--- src/rtl/store_drain_queue_if.sv ---
// store_drain_queue_if: D$ write request bus between the store queue and the D$.
//   master (store queue): drives req/addr/data/be/size, samples gnt
//   slave  (D$)         : samples req/addr/data/be/size, drives gnt
interface store_drain_queue_if #(
  parameter int PLEN = 56,
  parameter int XLEN = 64
);
  logic              req;
  logic [PLEN-1:0]   addr;
  logic [XLEN-1:0]   data;
  logic [XLEN/8-1:0] be;
  logic [1:0]        size;
  logic              gnt;
  modport master (output req, addr, data, be, size, input gnt);
  modport slave (input req, addr, data, be, size, output gnt);
endinterface

--- src/rtl/store_drain_queue.sv ---
// store_drain_queue: speculative store FIFO feeding a commit FIFO drained in order to the D$.
//   clk_i/rst_i            clock, async active-high reset
//   flush_i                drop all speculative entries
//   stall_st_pending_i     hold off new D$ requests
//   valid_i/ready_o        store push (paddr_i, data_i, be_i, data_size_i)
//   valid_without_flush_i  ungated valid, used only by the alias check
//   commit_i/commit_ready_o move spec head into the commit FIFO
//   page_offset_i/page_offset_matches_o  load alias check on paddr[11:3]
//   no_st_pending_o, store_buffer_empty_o  drain status
//   dc                     D$ write request bus (master side)
//   perf_stall_cnt_o       D$ back-pressure cycles, built only with STORE_DRAIN_PERF_EN
module store_drain_queue #(
  parameter int PLEN         = 56,
  parameter int XLEN         = 64,
  parameter int SPEC_DEPTH   = 4,
  parameter int COMMIT_DEPTH = 8
) (
  input  logic                clk_i,
  input  logic                rst_i,
  input  logic                flush_i,
  input  logic                stall_st_pending_i,
  input  logic                valid_i,
  input  logic                valid_without_flush_i,
  output logic                ready_o,
  input  logic [PLEN-1:0]     paddr_i,
  input  logic [XLEN-1:0]     data_i,
  input  logic [XLEN/8-1:0]   be_i,
  input  logic [1:0]          data_size_i,
  input  logic                commit_i,
  output logic                commit_ready_o,
  input  logic [11:0]         page_offset_i,
  output logic                page_offset_matches_o,
  output logic                no_st_pending_o,
  output logic                store_buffer_empty_o,
  store_drain_queue_if.master dc,
  output logic [31:0]         perf_stall_cnt_o
);
  localparam int SW = $clog2(SPEC_DEPTH);
  localparam int CW = $clog2(COMMIT_DEPTH);
  typedef struct packed {
    logic [PLEN-1:0]   addr;
    logic [XLEN-1:0]   data;
    logic [XLEN/8-1:0] be;
    logic [1:0]        size;
  } entry_t;
  typedef enum logic {IDLE, REQ} state_e;
  entry_t        spec_mem_q [SPEC_DEPTH];
  entry_t        com_mem_q [COMMIT_DEPTH];
  logic [SW-1:0] spec_rd_q, spec_rd_d, spec_wr_q, spec_wr_d;
  logic [SW:0]   spec_cnt_q, spec_cnt_d;
  logic [CW-1:0] com_rd_q, com_rd_d, com_wr_q, com_wr_d;
  logic [CW:0]   com_cnt_q, com_cnt_d;
  state_e        state_q, state_d;
  logic          push, pop;
  entry_t        head;
  assign ready_o              = spec_cnt_q != (SW+1)'(SPEC_DEPTH);
  assign commit_ready_o       = com_cnt_q != (CW+1)'(COMMIT_DEPTH);
  assign push                 = valid_i & ready_o & ~flush_i;
  assign pop                  = dc.gnt & (state_q == REQ);
  assign head                 = com_mem_q[com_rd_q];
  assign dc.req               = state_q == REQ;
  assign dc.addr              = head.addr;
  assign dc.data              = head.data;
  assign dc.be                = head.be;
  assign dc.size              = head.size;
  assign no_st_pending_o      = com_cnt_q == '0 && state_q == IDLE;
  assign store_buffer_empty_o = no_st_pending_o && spec_cnt_q == '0;
  always_comb begin
    spec_rd_d  = flush_i ? '0 : spec_rd_q + SW'(commit_i);
    spec_wr_d  = flush_i ? '0 : spec_wr_q + SW'(push);
    spec_cnt_d = flush_i ? '0 : spec_cnt_q + (SW+1)'(push) - (SW+1)'(commit_i);
    com_rd_d   = com_rd_q + CW'(pop);
    com_wr_d   = com_wr_q + CW'(commit_i);
    com_cnt_d  = com_cnt_q + (CW+1)'(commit_i) - (CW+1)'(pop);
  end
  // Looking at the next commit count lets a commit into an empty FIFO raise
  // dc_req_o one cycle later; an ungranted request is never withdrawn.
  always_comb begin
    state_d = ((state_q == REQ && !dc.gnt) || (com_cnt_d != '0 && !stall_st_pending_i)) ? REQ : IDLE;
  end
  always_ff @(posedge clk_i or posedge rst_i) begin
    if (rst_i) begin
      spec_rd_q  <= '0;
      spec_wr_q  <= '0;
      spec_cnt_q <= '0;
      com_rd_q   <= '0;
      com_wr_q   <= '0;
      com_cnt_q  <= '0;
      state_q    <= IDLE;
    end else begin
      spec_rd_q  <= spec_rd_d;
      spec_wr_q  <= spec_wr_d;
      spec_cnt_q <= spec_cnt_d;
      com_rd_q   <= com_rd_d;
      com_wr_q   <= com_wr_d;
      com_cnt_q  <= com_cnt_d;
      state_q    <= state_d;
    end
  end
  // Storage needs no reset: validity comes from the pointers and counts.
  always_ff @(posedge clk_i) begin
    if (push) spec_mem_q[spec_wr_q] <= {paddr_i, data_i, be_i, data_size_i};
    if (commit_i) com_mem_q[com_wr_q] <= spec_mem_q[spec_rd_q];
  end
  // An entry is live when its distance from the read pointer is below the count.
  always_comb begin
    page_offset_matches_o = valid_without_flush_i && paddr_i[11:3] == page_offset_i[11:3];
    for (int i = 0; i < SPEC_DEPTH; i++)
      if ({1'b0, SW'(i) - spec_rd_q} < spec_cnt_q && spec_mem_q[i].addr[11:3] == page_offset_i[11:3])
        page_offset_matches_o = 1'b1;
    for (int i = 0; i < COMMIT_DEPTH; i++)
      if ({1'b0, CW'(i) - com_rd_q} < com_cnt_q && com_mem_q[i].addr[11:3] == page_offset_i[11:3])
        page_offset_matches_o = 1'b1;
  end
`ifdef STORE_DRAIN_PERF_EN
  logic [31:0] perf_q, perf_d;
  assign perf_d = perf_q + 32'(dc.req & ~dc.gnt & (perf_q != '1));
  always_ff @(posedge clk_i or posedge rst_i) begin
    if (rst_i) perf_q <= '0;
    else perf_q <= perf_d;
  end
  assign perf_stall_cnt_o = perf_q;
`else
  assign perf_stall_cnt_o = '0;
`endif
  a_commit_legal: assert property (@(posedge clk_i) disable iff (rst_i)
    commit_i |-> (spec_cnt_q != '0 && commit_ready_o));
endmodule

--- src/flat_wrapper.sv ---
// flat-port wrapper written by rule: the top's interface ports become plain ports
module store_drain_queue_flat 
#(
  parameter int PLEN         = 56,
  parameter int XLEN         = 64,
  parameter int SPEC_DEPTH   = 4,
  parameter int COMMIT_DEPTH = 8
)
  (clk_i, rst_i, flush_i, stall_st_pending_i, valid_i, valid_without_flush_i, ready_o, paddr_i, data_i, be_i, data_size_i, commit_i, commit_ready_o, page_offset_i, page_offset_matches_o, no_st_pending_o, store_buffer_empty_o, perf_stall_cnt_o, dc_req, dc_addr, dc_data, dc_be, dc_size, dc_gnt);
  store_drain_queue_if #(.PLEN(PLEN), .XLEN(XLEN)) dc_i ();
  input  logic clk_i;
  input  logic rst_i;
  input  logic flush_i;
  input  logic stall_st_pending_i;
  input  logic valid_i;
  input  logic valid_without_flush_i;
  output logic ready_o;
  input  logic [PLEN-1:0] paddr_i;
  input  logic [XLEN-1:0] data_i;
  input  logic [XLEN/8-1:0] be_i;
  input  logic [1:0] data_size_i;
  input  logic commit_i;
  output logic commit_ready_o;
  input  logic [11:0] page_offset_i;
  output logic page_offset_matches_o;
  output logic no_st_pending_o;
  output logic store_buffer_empty_o;
  output logic [31:0] perf_stall_cnt_o;
  output wire logic [$bits(dc_i.req)-1:0] dc_req;
  output wire logic [$bits(dc_i.addr)-1:0] dc_addr;
  output wire logic [$bits(dc_i.data)-1:0] dc_data;
  output wire logic [$bits(dc_i.be)-1:0] dc_be;
  output wire logic [$bits(dc_i.size)-1:0] dc_size;
  input wire logic [$bits(dc_i.gnt)-1:0] dc_gnt;
  assign dc_req = dc_i.req;
  assign dc_addr = dc_i.addr;
  assign dc_data = dc_i.data;
  assign dc_be = dc_i.be;
  assign dc_size = dc_i.size;
  assign dc_i.gnt = dc_gnt;
  store_drain_queue #(.PLEN(PLEN), .XLEN(XLEN), .SPEC_DEPTH(SPEC_DEPTH), .COMMIT_DEPTH(COMMIT_DEPTH)) u_core (.clk_i(clk_i), .rst_i(rst_i), .flush_i(flush_i), .stall_st_pending_i(stall_st_pending_i), .valid_i(valid_i), .valid_without_flush_i(valid_without_flush_i), .ready_o(ready_o), .paddr_i(paddr_i), .data_i(data_i), .be_i(be_i), .data_size_i(data_size_i), .commit_i(commit_i), .commit_ready_o(commit_ready_o), .page_offset_i(page_offset_i), .page_offset_matches_o(page_offset_matches_o), .no_st_pending_o(no_st_pending_o), .store_buffer_empty_o(store_buffer_empty_o), .dc(dc_i), .perf_stall_cnt_o(perf_stall_cnt_o));
endmodule
--- config.mk ---
export PLATFORM = sky130hd
export DESIGN_NAME = store_drain_queue_flat
export DESIGN_NICKNAME = d
export VERILOG_FILES = /design/src/rtl/store_drain_queue_if.sv /design/src/rtl/store_drain_queue.sv /design/src/flat_wrapper.sv
export SDC_FILE = /design/constraint.sdc
export NUM_CORES = 1
export LEC_CHECK = 0
export ABC_CLOCK_PERIOD_IN_PS = 13220
export BUFFER_PORTS_ARGS = -buffer_cell sky130_fd_sc_hd__buf_2
export CAP_MARGIN = 20
export CORE_ASPECT_RATIO = 1.2
export CORE_MARGIN = 2
export CORE_UTILIZATION = 50
export CTS_CLUSTER_SIZE = 14
export DETAILED_ROUTE_END_ITERATION = 10
export PLACE_DENSITY = 0.67
export SYNTH_ARGS = -nofsm -noshare
export SYNTH_HDL_FRONTEND = slang
export SYNTH_SLANG_ARGS = --single-unit
--- constraint.sdc ---
create_clock -name clk_i -period 13.22 [get_ports clk_i]
set_input_delay 1.322 -clock clk_i [delete_from_list [all_inputs] [get_ports clk_i]]
set_output_delay 1.322 -clock clk_i [all_outputs]
set_load 0.02 [all_outputs]
==> out/results.txt <==
Final period util: 0.474
routability cong.: 0.844
CORE AREA: 0.121 mm2
Die Wd: 323 um
CTS buffer count: 153
post-synthesis sequential area ratio: 0.776
share of cells above drive strength 1: 0.285
Worst Skew: 29.1 ps
post-synth cell types: 37
clk_lat worst skew: 790 ps
initial core utilization: 0.503
CTS root buf: clkbuf_16
Pint: 0.0100 W
postcts setup bufs: 0
clk buf depth: 3
Peak VDD IR: 0.127 mV
Power per Cell Area: 212 mW/mm2
first-pass GRT wire length: 195 mm
Total Routing Usage GR: 0.217
Fin. Hold Viols: 0
RSZ-0062 raised after global routing: false
Max Freq: 159 MHz
Worst Slack Setup Final: 6950 ps
vias per std cell: 5.72
vias: 28200
critical path class: reg -> out
Max-cap violations: 0
drt first pass iters: 5
DR WL/cell: 27.1 um
hold_ws: 549 ps
CTS Hold Buffers Added: 0
post-route cell area: 0.0687 mm2
CP max FO: 44
H-tree levels: 4
Num Clock Sinks: 1578
vias in the first global route: 30200
Switching Share: 0.311
Filler Cell Count: 8926
grt met3 use: 0.0486
CP required: 11900 ps
die height: 387 um
largest net degree at the start of global routing: 112
Yosys warning total: 0
port bufs: 282
IO Count: 318
met1 usage: 0.264
WP data arrival: 4950 ps
met2 usage: 0.381
Post-CTS Resized: 0
fin nets: 3365
CTS clock-pin slew for the worst setup and hold paths: 60 ps
DRC errors left: 0
Startpoint Class: flip-flop
Setup-failing EPs final: 0
setup_tns: 0 ps
DRT Wirelength: 134 mm
Setup WS pre-CTS: 7670 ps
status: finished, final reports clean
full die area: 0.125 mm2
min Tclk post-route: 6270 ps
Netlist Area Pre-Place: 0.0610 mm2
Avg Cell Area, Syn: 21.6 um2
Mapped Cells: 2829
Area Overhead vs Synth: 12.7%
Seq pwr share: 0.447
Max-slew headroom: 0.290
initial antenna violation count: 42
switching power: 0.00453 W
Slew @ Worst Pin: 1070 ps
FP Rows: 140
GRT busiest layer: met2
Slew Viols, Final: 0
CP Capture Type: output pin
DRT antenna net count: 0
part of the power in combinational logic: 0.269
HP Class: reg -> reg
initial DRC count: 2292
placed instance area: 0.0639 mm2
synthesized flop and latch total: 1578
CTS tree: done
Clock Power Share: 0.284
GRT overflow: 0
P_leak: 22.7 nW
post-detail-place hpwl: 73.1 mm
-- final cells by class --
cell class | count | area, um2 | share of cell area
clock buffers | 195 | 4050 | 0.0589
repair buffers | 334 | 1850 | 0.0270
diodes | 10 | 25.0 | 0.000364
well taps | 1633 | 2040 | 0.0297
clock inverters | 72 | 674 | 0.00981
flip-flops and latches | 1578 | 47300 | 0.688
inverters | 25 | 98.8 | 0.00144
multi-input cells | 1089 | 12700 | 0.184
-- flip-flops by register name, indices dropped and copies added, names as in the netlist, 2 cells and up --
name	cells
u_core.spec_mem_q	520
u_core.com_mem_q	1040
u_core.spec_cnt_q	3
u_core.spec_rd_q	2
u_core.spec_wr_q	2
u_core.com_cnt_q	4
u_core.com_rd_q	3
u_core.com_wr_q	3
-- layer usage --
metal | wire [um] | part of all wire | up-vias
li1 | - | - | 12100
met1 | 51400 | 0.38 | 15000
met2 | 69900 | 0.52 | 856
met3 | 8680 | 0.065 | 254
met4 | 3640 | 0.027 | 36
met5 | 241 | 0.0018 | -
-- Yosys cell counts --
library cell	n	area, um2
a21o_1	1	7.51
a21oi_1	17	85.1
a221oi_1	2	17.5
a41oi_1	1	8.76
and2_1	1	6.26
and3_1	2	12.5
and3b_1	1	8.76
buf_1	6	22.5
buf_2	43	215
buf_4	44	330
buf_6	34	383
clkbuf_1	41	154
conb_1	1	3.75
dfrtp_1	18	450
edfxtp_1	1560	46800
fa_1	2	40.0
ha_1	32	400
inv_1	25	93.8
mux4_2	390	8780
nand2_1	397	1490
nand2b_1	4	25.0
nand2b_4	1	13.8
nand3_1	6	30.0
nand3b_1	2	15.0
nand4_1	10	62.6
nor2_1	15	56.3
nor2b_1	6	37.5
nor3_1	9	45.0
nor3b_1	1	7.51
nor4_1	17	106
o2111ai_1	6	52.6
o21bai_1	1	7.51
o22ai_1	2	12.5
o311ai_1	1	8.76
or4_1	1	7.51
xnor2_1	54	473
xor2_1	75	657
-- critical path: stages, from the launching register on --
cell	delay [ps]
dfrtp_4	1070
buf_4	780
ha_1	300
xnor2_1	150
inv_1	70
ha_1	300
a21oi_1	70
a21oi_1	180
o311ai_1	120
nor4_1	620
nand4_1	250
buf_2	220
-- cells by family (layout without fill, tap and decap cells) --
| group | count (synthesis) | after routing | share of synthesized area |
|---|---|---|---|
| AO/OA/AOI/OAI | 31 | 31 | 0.00328 |
| XOR/XNOR | 129 | 129 | 0.0185 |
| adder cells (fa/ha/maj) | 34 | 34 | 0.00722 |
| buffers and inverters | 193 | 626 | 0.0197 |
| flip-flops | 1578 | 1578 | 0.776 |
| multiplexers | 390 | 390 | 0.144 |
| other | 1 | 42 | 0.0000615 |
| AND/OR/NAND/NOR | 473 | 473 | 0.0316 |
-- per-stage QoR --
stage	instances	total power [W]	util
6_report	4936	0.0146	0.567
5_1_grt	4934	0.0152	0.567
4_1_cts	4924	0.0147	0.566
3_5_place_dp	4657	0.0106	0.527
3_3_place_gp	4657	0.0105	0.527
2_1_floorplan	2860	0.00934	-
-- worst paths after layout --
kind | startpoint | to | slack (ps) | cells after the start
min | u_core.com_wr_q[1] | u_core.com_wr_q[1] | 550 | 1
max | u_core.com_rd_q[0] | page_offset_matches_o | 6950 | 11
min reg2reg | u_core.com_wr_q[1] | u_core.com_wr_q[1] | 550 | 1
max in group asynchronous | rst_i | u_core.spec_rd_q[0] | 12000 | 2
min in group asynchronous | rst_i | u_core.dc.req | 650 | 2
max reg2reg | u_core.spec_rd_q[0] | u_core.com_mem_q[7][105] | 9480 | 3
-- layout by cell type, fill, tap and decap left out, drive strengths merged, types with 2 or more instances in the layout --
| master | netlist | final |
|---|---|---|
| a21oi | 17 | 17 |
| a221oi | 2 | 2 |
| and3 | 2 | 2 |
| buf | 127 | 334 |
| bufinv | 0 | 8 |
| clkbuf | 41 | 195 |
| clkinv | 0 | 54 |
| clkinvlp | 0 | 4 |
| conb | 1 | 32 |
| dfrtp | 18 | 18 |
| diode | 0 | 10 |
| edfxtp | 1560 | 1560 |
| fa | 2 | 2 |
| ha | 32 | 32 |
| inv | 25 | 31 |
| mux4 | 390 | 390 |
| nand2 | 397 | 397 |
| nand2b | 5 | 5 |
| nand3 | 6 | 6 |
| nand3b | 2 | 2 |
| nand4 | 10 | 10 |
| nor2 | 15 | 15 |
| nor2b | 6 | 6 |
| nor3 | 9 | 9 |
| nor4 | 17 | 17 |
| o2111ai | 6 | 6 |
| o22ai | 2 | 2 |
| xnor2 | 54 | 54 |
| xor2 | 75 | 75 |
-- power by group through the flow --
stage               clock, W  combinational (W)  sequential (W)
CTS                  0.00422            0.00399         0.00651
floorplan                  0            0.00280         0.00654
global route         0.00440            0.00422         0.00655
global placement           0            0.00391         0.00656
detailed placement         0            0.00397         0.00661
finish               0.00414            0.00392         0.00650
(Power assumes the default switching activity.)
